### config.mk
export PLATFORM = sky130hd
export DESIGN_NAME = dmem_arbiter_flat
export DESIGN_NICKNAME = d
export VERILOG_FILES = /design/src/rtl/dmem_arbiter_pkg.sv /design/src/rtl/dmem_arbiter_if.sv /design/src/rtl/dmem_burst_agen.sv /design/src/rtl/dmem_arbiter.sv /design/src/flat_wrapper.sv
export SDC_FILE = /design/constraint.sdc
export NUM_CORES = 1
export LEC_CHECK = 0
export ABC_AREA = 0
export BUFFER_PORTS_ARGS = -buffer_cell sky130_fd_sc_hd__buf_2
export CORE_UTILIZATION = 30
export CTS_BUF_LIST = sky130_fd_sc_hd__clkbuf_4 sky130_fd_sc_hd__clkbuf_8
export DETAILED_ROUTE_END_ITERATION = 10
export PLACE_DENSITY_LB_ADDON = 0.05
export SYNTH_ARGS = -nofsm -noshare
export SYNTH_HDL_FRONTEND = slang
export SYNTH_SLANG_ARGS = --single-unit
### constraint.sdc
create_clock -name CLK -period 1.8 [get_ports CLK]
set_clock_uncertainty 0.05 [all_clocks]
set_input_delay 0.36 -clock CLK [delete_from_list [all_inputs] [get_ports CLK]]
set_output_delay 0.36 -clock CLK [all_outputs]
set_load 0.1 [all_outputs]
### src/rtl/dmem_arbiter_pkg.sv
// Shared types and widths for the data-memory arbiter.
// Holds FSM/owner enums and the wrapped beat-address helper.
package dmem_arb_pkg;

  localparam int ADDR_W = 5;
  localparam int DATA_W = 32;
  localparam int LEN_W  = 4;
  localparam int CNT_W  = LEN_W + 1;

  typedef enum logic {
    IDLE,
    BURST
  } state_t;

  typedef enum logic [1:0] {
    OWN_NONE,
    OWN_A,
    OWN_B
  } owner_t;

  // Base plus beat index, modulo memory depth.
  function automatic logic [ADDR_W-1:0] wrap_addr(
    input logic [ADDR_W-1:0] base,
    input logic [CNT_W-1:0]  idx
  );
    logic [ADDR_W+CNT_W-1:0] sum;
    sum = (ADDR_W + CNT_W)'(base)
        + (ADDR_W + CNT_W)'(idx);
    return sum[ADDR_W-1:0];
  endfunction

endpackage

### src/rtl/dmem_arbiter_if.sv
// Bus bundle between CPU port A, DMA port B, memory and arbiter.
// master: sources and memory side; slave: the arbiter.
interface dmem_arbiter_if;
  import dmem_arb_pkg::*;

  logic              A_REQ;
  logic              A_WE;
  logic [ADDR_W-1:0] A_ADDR;
  logic [DATA_W-1:0] A_WDATA;
  logic              A_GNT;
  logic              A_RVALID;
  logic [DATA_W-1:0] A_RDATA;

  logic              B_START;
  logic              B_WE;
  logic [ADDR_W-1:0] B_ADDR;
  logic [LEN_W-1:0]  B_LEN;
  logic [DATA_W-1:0] B_WDATA;
  logic              B_WREADY;
  logic              B_RVALID;
  logic [DATA_W-1:0] B_RDATA;
  logic              B_BUSY;
  logic              B_DONE;

  logic              M_MEMREAD;
  logic              M_MEMWRITE;
  logic [31:0]       M_ADDR;
  logic [DATA_W-1:0] M_WDATA;
  logic [DATA_W-1:0] M_RDATA;

  modport master (
    output A_REQ, A_WE, A_ADDR, A_WDATA,
    input  A_GNT, A_RVALID, A_RDATA,
    output B_START, B_WE, B_ADDR, B_LEN,
    output B_WDATA,
    input  B_WREADY, B_RVALID, B_RDATA,
    input  B_BUSY, B_DONE,
    input  M_MEMREAD, M_MEMWRITE, M_ADDR,
    input  M_WDATA,
    output M_RDATA
  );

  modport slave (
    input  A_REQ, A_WE, A_ADDR, A_WDATA,
    output A_GNT, A_RVALID, A_RDATA,
    input  B_START, B_WE, B_ADDR, B_LEN,
    input  B_WDATA,
    output B_WREADY, B_RVALID, B_RDATA,
    output B_BUSY, B_DONE,
    output M_MEMREAD, M_MEMWRITE, M_ADDR,
    output M_WDATA,
    input  M_RDATA
  );

endinterface

### src/rtl/dmem_burst_agen.sv
// Burst address generator: latches base/len/dir, counts beats.
// Ports: start/advance in; wrapped addr, last flag, dir out.
module dmem_burst_agen
  import dmem_arb_pkg::*;
(
  input  logic              clk,
  input  logic              rst_n,
  input  logic              start,
  input  logic              we,
  input  logic [ADDR_W-1:0] base,
  input  logic [LEN_W-1:0]  len,
  input  logic              advance,
  output logic [ADDR_W-1:0] addr,
  output logic              last,
  output logic              we_q
);

  logic [ADDR_W-1:0] base_q;
  logic [LEN_W-1:0]  len_q;
  logic [CNT_W-1:0]  idx;

  always_ff @(posedge clk or negedge rst_n) begin
    if (!rst_n) begin
      base_q <= '0;
      len_q  <= '0;
      we_q   <= 1'b0;
      idx    <= '0;
    end else if (start) begin
      base_q <= base;
      len_q  <= len;
      we_q   <= we;
      idx    <= '0;
    end else if (advance) begin
      idx <= last ? '0 : idx + CNT_W'(1);
    end
  end

  assign last = (idx == CNT_W'(len_q));
  assign addr = wrap_addr(base_q, idx);

endmodule

### src/rtl/dmem_arbiter.sv
// Single-port data-memory arbiter: CPU single beats vs DMA bursts.
// Ports: CLK, RESET_N (async low), bus (slave modport).
module dmem_arbiter
  import dmem_arb_pkg::*;
(
  input  logic           CLK,
  input  logic           RESET_N,
  dmem_arbiter_if.slave  bus
);

  state_t            state;
  owner_t            last_owner;
  owner_t            owner;
  logic              in_idle;
  logic              in_burst;
  logic              a_sel;
  logic              b_sel;
  logic              b_start;
  logic              b_last;
  logic              b_we;
  logic [ADDR_W-1:0] b_addr;
  logic [ADDR_W-1:0] m_addr;
  logic              a_rvalid;
  logic              b_rvalid;
  logic              b_done;
  logic [DATA_W-1:0] a_rdata;
  logic [DATA_W-1:0] b_rdata;

  // Gating with RESET_N keeps every M_* output low during reset.
  assign in_idle  = RESET_N && (state == IDLE);
  assign in_burst = RESET_N && (state == BURST);

  always_comb begin
    owner = OWN_NONE;
    unique case (1'b1)
      in_idle: begin
        if (bus.A_REQ) owner = OWN_A;
      end
      in_burst: begin
        if (bus.A_REQ && last_owner == OWN_B)
          owner = OWN_A;
        else
          owner = OWN_B;
      end
      default: owner = OWN_NONE;
    endcase
  end

  assign a_sel   = (owner == OWN_A);
  assign b_sel   = (owner == OWN_B);
  assign b_start = bus.B_START && (state == IDLE);

  dmem_burst_agen u_agen (
    .clk     (CLK),
    .rst_n   (RESET_N),
    .start   (b_start),
    .we      (bus.B_WE),
    .base    (bus.B_ADDR),
    .len     (bus.B_LEN),
    .advance (b_sel),
    .addr    (b_addr),
    .last    (b_last),
    .we_q    (b_we)
  );

  always_ff @(posedge CLK or negedge RESET_N) begin
    if (!RESET_N) begin
      state      <= IDLE;
      last_owner <= OWN_A;
      a_rvalid   <= 1'b0;
      b_rvalid   <= 1'b0;
      a_rdata    <= '0;
      b_rdata    <= '0;
      b_done     <= 1'b0;
    end else begin
      a_rvalid <= a_sel && !bus.A_WE;
      b_rvalid <= b_sel && !b_we;
      if (a_sel && !bus.A_WE) a_rdata <= bus.M_RDATA;
      if (b_sel && !b_we)     b_rdata <= bus.M_RDATA;
      b_done <= b_sel && b_last;
      if (owner != OWN_NONE) last_owner <= owner;
      unique case (state)
        IDLE: begin
          // Every burst opens with B priority.
          if (bus.B_START) begin
            state      <= BURST;
            last_owner <= OWN_A;
          end
        end
        BURST: begin
          if (b_sel && b_last) state <= IDLE;
        end
      endcase
    end
  end

  assign m_addr = a_sel ? bus.A_ADDR
                : b_sel ? b_addr
                : '0;

  assign bus.A_GNT      = a_sel;
  assign bus.A_RVALID   = a_rvalid;
  assign bus.A_RDATA    = a_rdata;
  assign bus.B_WREADY   = b_sel && b_we;
  assign bus.B_RVALID   = b_rvalid;
  assign bus.B_RDATA    = b_rdata;
  assign bus.B_BUSY     = (state == BURST);
  assign bus.B_DONE     = b_done;
  assign bus.M_MEMWRITE = (a_sel && bus.A_WE)
                        || (b_sel && b_we);
  assign bus.M_MEMREAD  = (a_sel && !bus.A_WE)
                        || (b_sel && !b_we);
  assign bus.M_ADDR     = 32'(m_addr);
  assign bus.M_WDATA    = a_sel ? bus.A_WDATA
                        : b_sel ? bus.B_WDATA
                        : '0;

endmodule

### src/flat_wrapper.sv
// flat-port wrapper written by rule: the top's interface ports become plain ports
module dmem_arbiter_flat import dmem_arb_pkg::*;
  (CLK, RESET_N, bus_A_REQ, bus_A_WE, bus_A_ADDR, bus_A_WDATA, bus_A_GNT, bus_A_RVALID, bus_A_RDATA, bus_B_START, bus_B_WE, bus_B_ADDR, bus_B_LEN, bus_B_WDATA, bus_B_WREADY, bus_B_RVALID, bus_B_RDATA, bus_B_BUSY, bus_B_DONE, bus_M_MEMREAD, bus_M_MEMWRITE, bus_M_ADDR, bus_M_WDATA, bus_M_RDATA);
  dmem_arbiter_if bus_i ();
  input  logic CLK;
  input  logic RESET_N;
  input wire logic [$bits(bus_i.A_REQ)-1:0] bus_A_REQ;
  input wire logic [$bits(bus_i.A_WE)-1:0] bus_A_WE;
  input wire logic [$bits(bus_i.A_ADDR)-1:0] bus_A_ADDR;
  input wire logic [$bits(bus_i.A_WDATA)-1:0] bus_A_WDATA;
  output wire logic [$bits(bus_i.A_GNT)-1:0] bus_A_GNT;
  output wire logic [$bits(bus_i.A_RVALID)-1:0] bus_A_RVALID;
  output wire logic [$bits(bus_i.A_RDATA)-1:0] bus_A_RDATA;
  input wire logic [$bits(bus_i.B_START)-1:0] bus_B_START;
  input wire logic [$bits(bus_i.B_WE)-1:0] bus_B_WE;
  input wire logic [$bits(bus_i.B_ADDR)-1:0] bus_B_ADDR;
  input wire logic [$bits(bus_i.B_LEN)-1:0] bus_B_LEN;
  input wire logic [$bits(bus_i.B_WDATA)-1:0] bus_B_WDATA;
  output wire logic [$bits(bus_i.B_WREADY)-1:0] bus_B_WREADY;
  output wire logic [$bits(bus_i.B_RVALID)-1:0] bus_B_RVALID;
  output wire logic [$bits(bus_i.B_RDATA)-1:0] bus_B_RDATA;
  output wire logic [$bits(bus_i.B_BUSY)-1:0] bus_B_BUSY;
  output wire logic [$bits(bus_i.B_DONE)-1:0] bus_B_DONE;
  output wire logic [$bits(bus_i.M_MEMREAD)-1:0] bus_M_MEMREAD;
  output wire logic [$bits(bus_i.M_MEMWRITE)-1:0] bus_M_MEMWRITE;
  output wire logic [$bits(bus_i.M_ADDR)-1:0] bus_M_ADDR;
  output wire logic [$bits(bus_i.M_WDATA)-1:0] bus_M_WDATA;
  input wire logic [$bits(bus_i.M_RDATA)-1:0] bus_M_RDATA;
  assign bus_i.A_REQ = bus_A_REQ;
  assign bus_i.A_WE = bus_A_WE;
  assign bus_i.A_ADDR = bus_A_ADDR;
  assign bus_i.A_WDATA = bus_A_WDATA;
  assign bus_A_GNT = bus_i.A_GNT;
  assign bus_A_RVALID = bus_i.A_RVALID;
  assign bus_A_RDATA = bus_i.A_RDATA;
  assign bus_i.B_START = bus_B_START;
  assign bus_i.B_WE = bus_B_WE;
  assign bus_i.B_ADDR = bus_B_ADDR;
  assign bus_i.B_LEN = bus_B_LEN;
  assign bus_i.B_WDATA = bus_B_WDATA;
  assign bus_B_WREADY = bus_i.B_WREADY;
  assign bus_B_RVALID = bus_i.B_RVALID;
  assign bus_B_RDATA = bus_i.B_RDATA;
  assign bus_B_BUSY = bus_i.B_BUSY;
  assign bus_B_DONE = bus_i.B_DONE;
  assign bus_M_MEMREAD = bus_i.M_MEMREAD;
  assign bus_M_MEMWRITE = bus_i.M_MEMWRITE;
  assign bus_M_ADDR = bus_i.M_ADDR;
  assign bus_M_WDATA = bus_i.M_WDATA;
  assign bus_i.M_RDATA = bus_M_RDATA;
  dmem_arbiter u_core (.CLK(CLK), .RESET_N(RESET_N), .bus(bus_i));
endmodule
==> results list <==
- The tool flagged a number of max-cap violations equal to 0.
- The routed design uses 7070 µm of met2 wire.
- The floorplan step set the die width to 120 µm.
* DRT met1 WL: 5390 µm
* Highest layer used for signal routing: met4
* Slew margin rel.: 59.5%
- Of all flip-flops after synthesis, the portion carrying an async set or reset was 100%.
* DRC errors left: 0
* Biggest area contributors in the synthesized netlist: sky130_fd_sc_hd__dfrtp_1, sky130_fd_sc_hd__mux2_4, sky130_fd_sc_hd__mux2_2
- The first global-routing pass estimated 20100 µm of wire.
- Setup repair after global routing could not meet its margin everywhere.
- Final worst path period need: 2.51 ns
* Area occupied by multi-input gates: 2360 µm²
- Antenna violations before repair: 0
- Number of standard-cell rows in the floorplan: 42
- Number of placed I/O pins: 252
- Cell taking the most area after synthesis: sky130_fd_sc_hd__dfrtp_1
- Die Height: 120 µm
- Clock sink total: 85
- DR vias: 3555
- Number of synthesized register bits: 85
* Root buffer cell: sky130_fd_sc_hd__clkbuf_8
- Cells with a size suffix above 1 make up 70.4% of the layout.
- After legalization and detailed placement, the total HPWL measured 8990 µm.
- Core Util, Final: 57.4%
* Count of filler cells inserted in the layout: 1158
* Maximum clock frequency: 399 MHz
- Destination of the critical timing path: bus_M_ADDR[4]
- Number of global-route vias before repair: 3757
* Area share of the largest cell type after synthesis: 50.7%
- Post-synthesis average cell area: 12.8 µm²
- Crit Reg-Reg Endpoint: u_core.bus.A_RDATA[25]$_DFFE_PN0P_
- In the finished design, the share of the clock period the worst path needs comes to 139%.
- Setup violations remaining at the end of the flow were counted as 84.
- Port-buffer cells: 224
- Largest net degree at the start of global routing: 48
- OpenSTA, run right after detailed placement, puts the worst setup slack at -0.363 ns.
- Insertion delay of the later-clocked pin in the worst-skew pair: 0.36 ns
* Actual slew at the worst max-slew pin: 0.608 ns
* Starting density of the core: 31.1%
- Register cell area after layout: 2130 µm²
- Critical R2R Launch: u_core.last_owner[0]$_DFF_PN1_
* Flop-to-flop setup slack: -0.17 ns
- The mapped netlist covers 4150 µm².
* Total CTS buffers: 9
* Startpoint Class: flop
- The top cell types in the final layout, fill and taps aside, are sky130_fd_sc_hd__buf_2, sky130_fd_sc_hd__dfrtp_1, sky130_fd_sc_hd__mux2_4, sky130_fd_sc_hd__buf_12, sky130_fd_sc_hd__nand2_1.
* Global router's overall resource usage: 18.2%
* Most frequent standard cell in the layout excluding fill and tap cells: sky130_fd_sc_hd__buf_2
- PnR worst setup slack: -0.706 ns
- Required time of the critical path: 1.39 ns
* Final GP Congestion: 0.790
- Sequential-to-total area share from yosys stat: 51.3%
* Final antenna diode count: 0
- Counting flops with a built-in enable in the synthesized netlist gives 0.
- Global route overflow: 0
- Worst setup path startpoint: u_core.u_agen.base_q[0]$_DFFE_PN0P_
* Number of cells traversed by the worst register-to-register path: 8
- Via density per instance: 4.51
- Outcome: finished with violations
- The count of nets left with antenna violations once routing finished came out at 0.
- The number of failing hold endpoints at the final stage was 0.
- Warning count from the yosys run: 0
- In this run the worst hold path is classified as input port to async pin.
- Synthesized instance count: 325
* Maximum buffer depth of the clock tree: 2
- First-iteration detailed-routing DRC count: 119
- Violated checks: negative setup slack
- After clock tree synthesis, the clock-pin slew on the worst setup and hold paths is 0.08 ns.
* Netlist cell types: 39
- WL/cell: 17.2 µm
- Among all flip-flop cells after synthesis, the most frequent one is sky130_fd_sc_hd__dfrtp_1.
- Met3 routed WL: 904 µm
* Die ar.: 14300 µm²
* Depth of the CTS H-tree: 3
* Layout-stage area growth over the synthesis result: 84.8%
* Setup CP Type: flop to output port
- Tightest hold margin: 0.123 ns
- At the worst endpoint, the arrival time is 2.10 ns.
- First-pass DRT Iterations: 4
* Total Neg Setup Slack: -25.97 ns
- Type of destination of the critical path: output port
- The number of max-slew violations in the final report was 0.
* Fin nets: 729
* TritonCTS clock tree: yes
- The floorplan step defined a core boundary enclosing 13300 µm².
- Of all nets on the critical path, the largest fanout is 2.
* WL final: 13500 µm
worst min path at each step:
| stage | from | to | slack, ns | depth (start not counted) |
|---|---|---|---|---|
| after floorplan | RESET_N | u_core.bus.A_RDATA[0]$_DFFE_PN0P_ | 0.01 | 0 |
| after global placement | RESET_N | u_core.last_owner[1]$_DFF_PN0_ | 0.27 | 2 |
| after detailed placement | RESET_N | u_core.last_owner[1]$_DFF_PN0_ | 0.28 | 2 |
| after CTS | RESET_N | u_core.bus.B_RDATA[7]$_DFFE_PN0P_ | 0.11 | 2 |
| after global routing | bus_B_WE | u_core.u_agen.we_q$_DFFE_PN0P_ | 0.15 | 3 |
| final | RESET_N | u_core.bus.B_RDATA[7]$_DFFE_PN0P_ | 0.12 | 2 |
metrics by stage:
stage / instances / instance area, µm²
floorplan: 351 / 4740
global placement: 735 / 6590
detailed placement: 735 / 6590
CTS: 780 / 7490
global route: 788 / 7660
finish: 788 / 7660
kinds of logic after synthesis:
| group | after synthesis | synth area share (%) |
|---|---|---|
| muxes | 64 | 19.9 |
| other | 1 | 0.0904 |
| buffers and inverters | 48 | 7.78 |
| AOI/OAI and AO/OA | 56 | 10.7 |
| adders and majority gates | 6 | 1.99 |
| and+or+nand+nor | 57 | 6.55 |
| DFF | 85 | 51.3 |
| xor gates and xnor gates | 8 | 1.69 |
cell type report:
cell class | instances | area share [%]
Multi-Input combinational cell | 218 | 30.8
Inverter | 3 | 0.147
Clock inverter | 6 | 1.75
Sequential cell | 85 | 27.8
Timing Repair Buffer | 290 | 34.8
Clock buffer | 10 | 1.80
Tap cell | 176 | 2.87
sequential cells by signal, indices dropped and copies added (netlist names):
| name | count |
|---|---|
| u_core.bus.B_BUSY | 1 |
| u_core.bus.B_RVALID | 1 |
| u_core.u_agen.idx | 5 |
| u_core.bus.A_RDATA | 32 |
| u_core.u_agen.len_q | 4 |
| u_core.bus.B_RDATA | 32 |
| u_core.bus.A_RVALID | 1 |
| u_core.last_owner | 2 |
| u_core.bus.B_DONE | 1 |
| u_core.u_agen.base_q | 5 |
| u_core.u_agen.we_q | 1 |
critical path, stage by stage (launching register included):
cell	delay, ns
sky130_fd_sc_hd__dfrtp_1	0.40
sky130_fd_sc_hd__ha_2	0.20
sky130_fd_sc_hd__fa_2	0.35
sky130_fd_sc_hd__a21o_1	0.19
sky130_fd_sc_hd__a21oi_2	0.16
sky130_fd_sc_hd__xnor2_2	0.09
sky130_fd_sc_hd__o21ai_4	0.15
sky130_fd_sc_hd__buf_12	0.19
per-layer routing:
metal | GRT usage [%] | vias to the layer above
met3 | 4.28 | 13
met5 | 0 | -
met2 | 31.6 | 163
met4 | 5.86 | 0
met1 | 22.2 | 1715
li1 | - | 1664
Yosys cell counts (2+ instances only):
| master | number |
|---|---|
| sky130_fd_sc_hd__o21ai_0 | 7 |
| sky130_fd_sc_hd__a22o_1 | 34 |
| sky130_fd_sc_hd__a21o_1 | 3 |
| sky130_fd_sc_hd__buf_6 | 3 |
| sky130_fd_sc_hd__buf_4 | 31 |
| sky130_fd_sc_hd__a21oi_1 | 4 |
| sky130_fd_sc_hd__clkbuf_1 | 8 |
| sky130_fd_sc_hd__buf_2 | 3 |
| sky130_fd_sc_hd__ha_1 | 5 |
| sky130_fd_sc_hd__nand2b_1 | 2 |
| sky130_fd_sc_hd__inv_1 | 3 |
| sky130_fd_sc_hd__nand3_1 | 6 |
| sky130_fd_sc_hd__nor2_1 | 2 |
| sky130_fd_sc_hd__nor2b_1 | 2 |
| sky130_fd_sc_hd__mux2_2 | 36 |
| sky130_fd_sc_hd__dfrtp_1 | 84 |
| sky130_fd_sc_hd__o211ai_1 | 2 |
| sky130_fd_sc_hd__xnor2_1 | 7 |
| sky130_fd_sc_hd__nand2_1 | 36 |
| sky130_fd_sc_hd__mux2_4 | 28 |
repair_timing:
action,CTS,global route
resized for setup,56,31
setup endpoints to repair,73,107
hold buffers,1,0
cloned,7,7
pin swaps,7,17
setup buffers,21,12
endpoints found under the hold margin,4,0
Power is not shown: default switching activity piles up to over one toggle a cycle in this logic, so the estimate is an artifact.
